===== config.mk =====
export PLATFORM = sky130hd
export DESIGN_NAME = opregister_file
export DESIGN_NICKNAME = d
export VERILOG_FILES = /design/src/rtl/opregister_pkg.sv /design/src/rtl/opregister_alu.sv /design/src/rtl/opregister_file.sv
export SDC_FILE = /design/constraint.sdc
export NUM_CORES = 1
export LEC_CHECK = 0
export BUFFER_PORTS_ARGS = -buffer_cell sky130_fd_sc_hd__buf_2
export CELL_PAD_IN_SITES_DETAIL_PLACEMENT = 2
export CELL_PAD_IN_SITES_GLOBAL_PLACEMENT = 2
export CORE_MARGIN = 4
export CORE_UTILIZATION = 39
export CTS_BUF_LIST = sky130_fd_sc_hd__clkbuf_4
export DETAILED_ROUTE_END_ITERATION = 6
export PLACE_DENSITY_LB_ADDON = 0.1
export SLEW_MARGIN = 5
export SYNTH_ARGS = -nofsm -noshare
export SYNTH_HDL_FRONTEND = slang
export SYNTH_SLANG_ARGS = --single-unit

===== constraint.sdc =====
create_clock -name i_w_clk -period 3.4 [get_ports i_w_clk]
set_clock_uncertainty 0.2 [all_clocks]
set_input_delay 0.34 -clock i_w_clk [delete_from_list [all_inputs] [get_ports i_w_clk]]
set_output_delay 0.34 -clock i_w_clk [all_outputs]
set_load 0.03 [all_outputs]

===== src/rtl/opregister_pkg.sv =====
// Shared types for the operation register file: opcodes, FSM states, opcode width.
package opregister_pkg;

   localparam int unsigned OP_W = 3;

   typedef enum logic [OP_W-1:0] {
      OP_PASS = 3'b000,
      OP_INV  = 3'b001,
      OP_INC  = 3'b010,
      OP_DEC  = 3'b011,
      OP_SHL  = 3'b100,
      OP_SHR  = 3'b101,
      OP_ROTL = 3'b110,
      OP_ROTR = 3'b111
   } op_e;

   typedef enum logic [1:0] {
      ST_IDLE = 2'd0,
      ST_RUN  = 2'd1,
      ST_DONE = 2'd2
   } state_e;

   // Opcodes 1xx are the shift/rotate family.
   function automatic logic is_shift(input op_e op);
      return op[2];
   endfunction

endpackage


===== src/rtl/opregister_alu.sv =====
// Combinational single step of an operation: unary ops ignore the amount,
// shifts/rotates move by i_amount bits and report the last bit moved out.
module opregister_alu
   import opregister_pkg::*;
#(
   parameter int unsigned WIDTH = 8,
   localparam int unsigned SW = $clog2(WIDTH)
) (
   input  logic [WIDTH-1:0] i_value,
   input  op_e              i_op,
   input  logic [SW-1:0]    i_amount,
   output logic [WIDTH-1:0] o_result_c,
   output logic             o_carry_c
);

   logic [WIDTH:0]     ext_l;
   logic [WIDTH:0]     ext_r;
   logic [2*WIDTH-1:0] dbl_l;
   logic [2*WIDTH-1:0] dbl_r;
   logic               amt_nz;

   always_comb begin
      // Extra guard bit catches the last bit shifted out; doubled copy gives rotation.
      ext_l  = {1'b0, i_value} << i_amount;
      ext_r  = {i_value, 1'b0} >> i_amount;
      dbl_l  = {i_value, i_value} << i_amount;
      dbl_r  = {i_value, i_value} >> i_amount;
      amt_nz = (i_amount != '0);
      o_result_c = i_value;
      o_carry_c  = 1'b0;
      case (i_op)
         OP_PASS: o_result_c = i_value;
         OP_INV:  o_result_c = ~i_value;
         OP_INC:  {o_carry_c, o_result_c} = {1'b0, i_value} + (WIDTH+1)'(1);
         OP_DEC: begin
            o_result_c = i_value - WIDTH'(1);
            o_carry_c  = (i_value == '0);
         end
         OP_SHL: begin
            o_result_c = ext_l[WIDTH-1:0];
            o_carry_c  = ext_l[WIDTH];
         end
         OP_SHR: begin
            o_result_c = ext_r[WIDTH:1];
            o_carry_c  = ext_r[0];
         end
         OP_ROTL: begin
            o_result_c = dbl_l[2*WIDTH-1:WIDTH];
            o_carry_c  = amt_nz & dbl_l[WIDTH];
         end
         OP_ROTR: begin
            o_result_c = dbl_r[WIDTH-1:0];
            o_carry_c  = amt_nz & dbl_r[WIDTH-1];
         end
         default: ;
      endcase
   end

endmodule


===== src/rtl/opregister_file.sv =====
// Bank of DEPTH operation registers with registered read port and in-place
// read-modify-write ops. Define OPREGISTER_FILE_BARREL_EN for single-step shifts.
module opregister_file
   import opregister_pkg::*;
#(
   parameter int unsigned WIDTH = 8,
   parameter int unsigned DEPTH = 4,
   localparam int unsigned AW = $clog2(DEPTH),
   localparam int unsigned SW = $clog2(WIDTH)
) (
   input  logic             i_w_clk,
   input  logic             i_w_reset,
   input  logic [AW-1:0]    i_w_addr,
   input  logic [WIDTH-1:0] i_w_data,
   input  logic             i_w_we,
   input  logic             i_w_oe,
   input  logic             i_w_start,
   input  logic [OP_W-1:0]  i_w_opsel,
   input  logic [SW-1:0]    i_w_amount,
   output logic [WIDTH-1:0] o_w_out,
   output logic             o_w_valid,
   output logic             o_w_busy,
   output logic             o_w_done,
   output logic             o_w_zero,
   output logic             o_w_carry
);

   state_e           state_q, state_d;
   logic [WIDTH-1:0] regs_q [DEPTH];
   logic [WIDTH-1:0] regs_d [DEPTH];
   logic [WIDTH-1:0] work_q, work_d;
   op_e              op_q, op_d;
   logic [SW-1:0]    amt_q, amt_d;
   logic [AW-1:0]    tgt_q, tgt_d;
   logic [WIDTH-1:0] out_q, out_d;
   logic             valid_q, valid_d;
   logic             busy_q, busy_d;
   logic             done_q, done_d;
   logic             zero_q, zero_d;
   logic             carry_q, carry_d;

   logic             addr_ok_c;
   logic [SW-1:0]    step_amt_c;
   logic [WIDTH-1:0] alu_res_c;
   logic             alu_carry_c;
   logic [WIDTH-1:0] wb_res_c;
   logic             wb_carry_c;

   // Only a non-power-of-two depth can be addressed out of range.
   if (DEPTH == (1 << AW)) begin : g_full_depth
      assign addr_ok_c = 1'b1;
   end else begin : g_part_depth
      assign addr_ok_c = (32'(i_w_addr) < DEPTH);
   end

   opregister_alu #(.WIDTH(WIDTH)) u_alu (
      .i_value    (work_q),
      .i_op       (op_q),
      .i_amount   (step_amt_c),
      .o_result_c (alu_res_c),
      .o_carry_c  (alu_carry_c)
   );

`ifdef OPREGISTER_FILE_BARREL_EN
   always_comb begin
      step_amt_c = amt_q;
      wb_res_c   = alu_res_c;
      wb_carry_c = alu_carry_c;
   end
`else
   logic [SW-1:0] cnt_q, cnt_d;
   logic          wc_q, wc_d;
   logic          apply_c;

   // Iterative shifts already hold their result; unary ops and zero-distance shifts apply in DONE.
   always_comb begin
      apply_c    = !is_shift(op_q) || (amt_q == '0);
      step_amt_c = (state_q == ST_RUN) ? SW'(1) : amt_q;
      wb_res_c   = apply_c ? alu_res_c : work_q;
      wb_carry_c = apply_c ? alu_carry_c : wc_q;
   end
`endif

   always_comb begin
      state_d = state_q;
      regs_d  = regs_q;
      work_d  = work_q;
      op_d    = op_q;
      amt_d   = amt_q;
      tgt_d   = tgt_q;
      out_d   = out_q;
      valid_d = 1'b0;
      done_d  = 1'b0;
      zero_d  = zero_q;
      carry_d = carry_q;
`ifndef OPREGISTER_FILE_BARREL_EN
      cnt_d   = cnt_q;
      wc_d    = wc_q;
`endif

      if (i_w_oe) begin
         valid_d = 1'b1;
         out_d   = addr_ok_c ? regs_q[i_w_addr] : '0;
      end

      case (state_q)
         ST_IDLE: begin
            if (i_w_we) begin
               if (addr_ok_c) regs_d[i_w_addr] = i_w_data;
            end else if (i_w_start && addr_ok_c) begin
               op_d    = op_e'(i_w_opsel);
               amt_d   = i_w_amount;
               tgt_d   = i_w_addr;
               work_d  = regs_q[i_w_addr];
               state_d = ST_DONE;
`ifndef OPREGISTER_FILE_BARREL_EN
               cnt_d   = i_w_amount;
               wc_d    = 1'b0;
               if (is_shift(op_e'(i_w_opsel)) && (i_w_amount != '0)) state_d = ST_RUN;
`endif
            end
         end
         ST_RUN: begin
`ifndef OPREGISTER_FILE_BARREL_EN
            work_d = alu_res_c;
            wc_d   = alu_carry_c;
            cnt_d  = cnt_q - SW'(1);
            if (cnt_q == SW'(1)) state_d = ST_DONE;
`else
            state_d = ST_DONE;
`endif
         end
         ST_DONE: begin
            regs_d[tgt_q] = wb_res_c;
            zero_d        = (wb_res_c == '0);
            carry_d       = wb_carry_c;
            done_d        = 1'b1;
            state_d       = ST_IDLE;
         end
         default: state_d = ST_IDLE;
      endcase

      busy_d = (state_d != ST_IDLE);
   end

   always_ff @(posedge i_w_clk or negedge i_w_reset) begin
      if (!i_w_reset) begin
         state_q <= ST_IDLE;
         regs_q  <= '{default: '0};
         work_q  <= '0;
         op_q    <= OP_PASS;
         amt_q   <= '0;
         tgt_q   <= '0;
         out_q   <= '0;
         valid_q <= 1'b0;
         busy_q  <= 1'b0;
         done_q  <= 1'b0;
         zero_q  <= 1'b0;
         carry_q <= 1'b0;
      end else begin
         state_q <= state_d;
         regs_q  <= regs_d;
         work_q  <= work_d;
         op_q    <= op_d;
         amt_q   <= amt_d;
         tgt_q   <= tgt_d;
         out_q   <= out_d;
         valid_q <= valid_d;
         busy_q  <= busy_d;
         done_q  <= done_d;
         zero_q  <= zero_d;
         carry_q <= carry_d;
      end
   end

`ifndef OPREGISTER_FILE_BARREL_EN
   always_ff @(posedge i_w_clk or negedge i_w_reset) begin
      if (!i_w_reset) begin
         cnt_q <= '0;
         wc_q  <= 1'b0;
      end else begin
         cnt_q <= cnt_d;
         wc_q  <= wc_d;
      end
   end
`endif

   assign o_w_out   = out_q;
   assign o_w_valid = valid_q;
   assign o_w_busy  = busy_q;
   assign o_w_done  = done_q;
   assign o_w_zero  = zero_q;
   assign o_w_carry = carry_q;

endmodule


==> Flow_metrics.wiki <==
{| class="wikitable"
! Metric !! Value
|-
| Status || complete, no violations
|-
| Average footprint of a synthesized cell || 8.54 um2
|-
| Number of DRC violations after detailed routing || 0
|-
| Number of instances in the synthesized netlist || 581
|-
| Worst setup margin || 220 ps
|-
| Total congestion overflow after global routing || 0
|-
| Violation count after the first detailed-routing iteration || 583
|-
| Count of nets left with antenna violations after detail routing || 0
|-
| Final layout net count || 651
|-
| Number of diodes added for antenna fixing || 0
|-
| Headroom to the max-slew limit || 0.390
|-
| Required time of the critical path || 3560 ps
|-
| Final Power || 6370 uW
|-
| Starting density of the core || 0.406
|-
| H-tree depth || 3
|-
| Post-synthesis cell type count || 73
|-
| Per-cell via count in the routed design || 6.57
|-
| Post-synthesis sequential area ratio || 0.338
|-
| Highest achievable clock rate || 314 MHz
|-
| Die boundary height || 121 um
|-
| Number of flip-flops and latches in the synthesized netlist || 67
|-
| Critical-path cell with the highest stage delay || sky130_fd_sc_hd__dfrtp_1
|-
| CTS Root Buffer Type || sky130_fd_sc_hd__clkbuf_4
|-
| Number of violations of the max-capacitance limit || 0
|-
| Largest delay share family, worst path || simple AND/OR/NAND/NOR gates
|-
| Multi-input combinational cell area || 3040 um2
|-
| Number of nets in the synthesized netlist || 607
|-
| Number of endpoints failing setup at the final stage || 0
|-
| Clock-pin slew reported for the worst setup and hold paths after clock tree synthesis || 130 ps
|-
| Area inside the core boundary || 12200 um2
|-
| Final setup TNS || 0 ps
|-
| Post-synth EDFFs || 0
|-
| Detailed-routing iteration count for the pre-antenna-repair pass || 5
|-
| X dimension of the die || 121 um
|-
| Largest net degree at the start of global routing || 68
|-
| Layout overhead on the synthesized area || 15.0%
|-
| Wire length per cell || 26.8 um
|-
| Number of ports placed on the die boundary || 34
|-
| Vias || 5240
|-
| Dominant synthesized flop cell || sky130_fd_sc_hd__dfrtp_1
|-
| Buffers from clock root to sink, at most || 2
|-
| Total die area || 14600 um2
|-
| Last weighted congestion value of the routability-driven placer || 0.952
|-
| Endpoint arrival time on the critical path || 3340 ps
|-
| Rows || 40
|-
| Max IR drop VDD || 0.495 mV
|-
| Sequential Area || 1680 um2
|-
| Period utilisation layout || 0.935
|-
| Post-synthesis async set-or-reset flop share || 1.00
|-
| Critical path buffer and inverter count || 1
|-
| Static power due to leakage || 0.00226 uW
|-
| Final wirelength || 21400 um
|-
| Number of I/O port buffers || 33
|-
| Largest incremental delay on the critical path || 560 ps
|-
| Number of placed instances, taps included || 771
|-
| Sink count of the clock tree || 67
|-
| Register-to-register path setup slack || 220 ps
|-
| Beginning of the critical path || amt_q[0]$_DFFE_PN0P_
|-
| Count of fill cells added during filler insertion || 1403
|-
| CTS tree || yes
|-
| Worst slack after detailed placement || 196 ps
|-
| Number of antenna violations at the first check in global routing || 0
|-
| Worst reg2reg path startpoint || amt_q[0]$_DFFE_PN0P_
|-
| Number of buffers added by the clock tree synthesis step || 9
|-
| Post-CTS setup repair buffer count || 0
|-
| Final HPWL from detailed placement || 15700 um
|-
| Vias in the first global route || 5620
|-
| Post-synth design cell area || 4960 um2
|-
| Final Max Slew Viols || 0
|-
| Classification of the worst-slack hold path || input port to register
|-
| Final min period || 3180 ps
|-
| Critical path endpoint category || register
|-
| Max FO, Critical Path || 20
|-
| Total power density per cell area || 1120 nW/um2
|-
| Worst-Skew Late Latency || 460 ps
|-
| Non-filler cells in the finished layout || 798
|-
| Most frequent cells in the layout || 67 x sky130_fd_sc_hd__nand2_1, 67 x sky130_fd_sc_hd__dfrtp_1, 41 x sky130_fd_sc_hd__nor2_1, 36 x sky130_fd_sc_hd__buf_4, 33 x sky130_fd_sc_hd__buf_2
|-
| Transition time at the pin with the least slew margin || 915 ps
|-
| Nature of the critical path startpoint || register
|-
| Crit Path Class || register to register
|-
| Setup repair after global routing missed its margin || false
|-
| Layout cell share with drive strength beyond 1 || 0.187
|-
| Critical path, cell by cell || buf_12 -> or2_1 -> nor3_1 -> nor4_1 -> or4_4 -> o31ai_4 -> nand4_1 -> o31ai_1
|-
| Count of endpoints failing hold in the final timing report || 0
|-
| Syn. warnings || 0
|-
| GRT Total Usage || 0.303
|-
| Startpoint of the most critical hold path || i_w_data[6]
|-
| Global-route wire length before repair || 33700 um
|}
[worst min-delay path, cell delays in order]
cell                      delay (ps)
sky130_fd_sc_hd__buf_2            90
sky130_fd_sc_hd__nand2_1          40
sky130_fd_sc_hd__o21ai_0          70
sky130_fd_sc_hd__a22o_1          140
[through the flow]
stage	utilization	cell area, um2	hold slack (ps)
finish	0.467	5700	54.0
global route	0.467	5700	23.4
CTS	0.466	5690	28.8
detailed placement	0.446	5450	282
global placement	0.446	5450	261
floorplan	-	4960	-156
[state kept, by name (all words and copies together), names as in the netlist, 2 cells and up]
signal / count
regs_q: 32
o_w_out: 8
work_q: 8
tgt_q: 2
cnt_q: 3
amt_q: 3
op_q: 3
state_q: 2
[where the power goes]
part | switching, uW | internal [uW]
logic | 2590 | 1560
clock network | 327 | 219
registers | 510 | 1170
[cell type report]
class / instances / share of cell area
timing repair buffer: 82 / 0.103
clock inverter: 7 / 0.0121
sequential: 67 / 0.294
tap: 168 / 0.0369
multi-input combinational: 451 / 0.533
clock buffer: 9 / 0.0118
inverter: 14 / 0.00921
[worst paths after layout]
| path | cells past startpoint | to |
|---|---|---|
| hold / removal | 4 | regs_q[6]$_DFFE_PN0P_ |
| setup / recovery | 8 | o_w_zero$_DFFE_PN0P_ |
| min in group asynchronous | 3 | work_q[7]$_DFFE_PN0P_ |
| setup reg to reg | 8 | o_w_zero$_DFFE_PN0P_ |
| max in group asynchronous | 3 | op_q[1]$_DFFE_PN0P_ |
| hold reg to reg | 1 | regs_q[18]$_DFFE_PN0P_ |
[kinds of logic (layout without fill, tap and decap cells)]
kind of cell,count (synthesis),count (layout),synth area share
AND/OR/NAND/NOR,208,208,0.207
buffers and inverters,63,112,0.0522
flip-flops,67,67,0.338
adder cells (fa/ha/maj),5,5,0.0126
multiplexers,24,24,0.0711
AO/OA/AOI/OAI,211,211,0.314
XOR/XNOR,3,3,0.00530
[cell usage after synthesis, drive strengths merged, types with 4 or more instances]
cell type | number | area share
o211ai | 19 | 0.029
mux4 | 8 | 0.036
nor3 | 10 | 0.010
a211oi | 4 | 0.0061
o31ai | 6 | 0.010
o22ai | 5 | 0.0063
a2bb2oi | 5 | 0.0088
inv | 14 | 0.011
nand2 | 67 | 0.051
ha | 5 | 0.013
nor2 | 41 | 0.031
or3 | 6 | 0.0076
buf | 20 | 0.020
o221ai | 20 | 0.035
nand3 | 26 | 0.026
a21oi | 23 | 0.023
a31oi | 13 | 0.016
dfrtp | 67 | 0.34
nand2b | 13 | 0.016
nand4 | 7 | 0.0088
and3 | 4 | 0.0050
o2111ai | 8 | 0.014
o21ai | 31 | 0.031
or2 | 4 | 0.0050
mux2i | 6 | 0.012
a221o | 7 | 0.014
clkbuf | 29 | 0.022
mux2 | 10 | 0.023
a22o | 8 | 0.014
nor2b | 12 | 0.017
a21o | 4 | 0.0061
o21a | 23 | 0.035
[metal layers]
layer	track usage	vias to the layer above	wire length (um)
met5	0	-	0
met4	0.0765	0	431
met3	0.0697	41	1550
met2	0.491	209	10100
met1	0.409	2668	9280
li1	-	2322	-
[repair_timing]
item,in CTS,in global routing
setup endpoints to repair,0,1
resized for setup,0,2
hold endpoints to repair,81,0
hold buffers,11,0
Power figures use the tool's default switching activity.
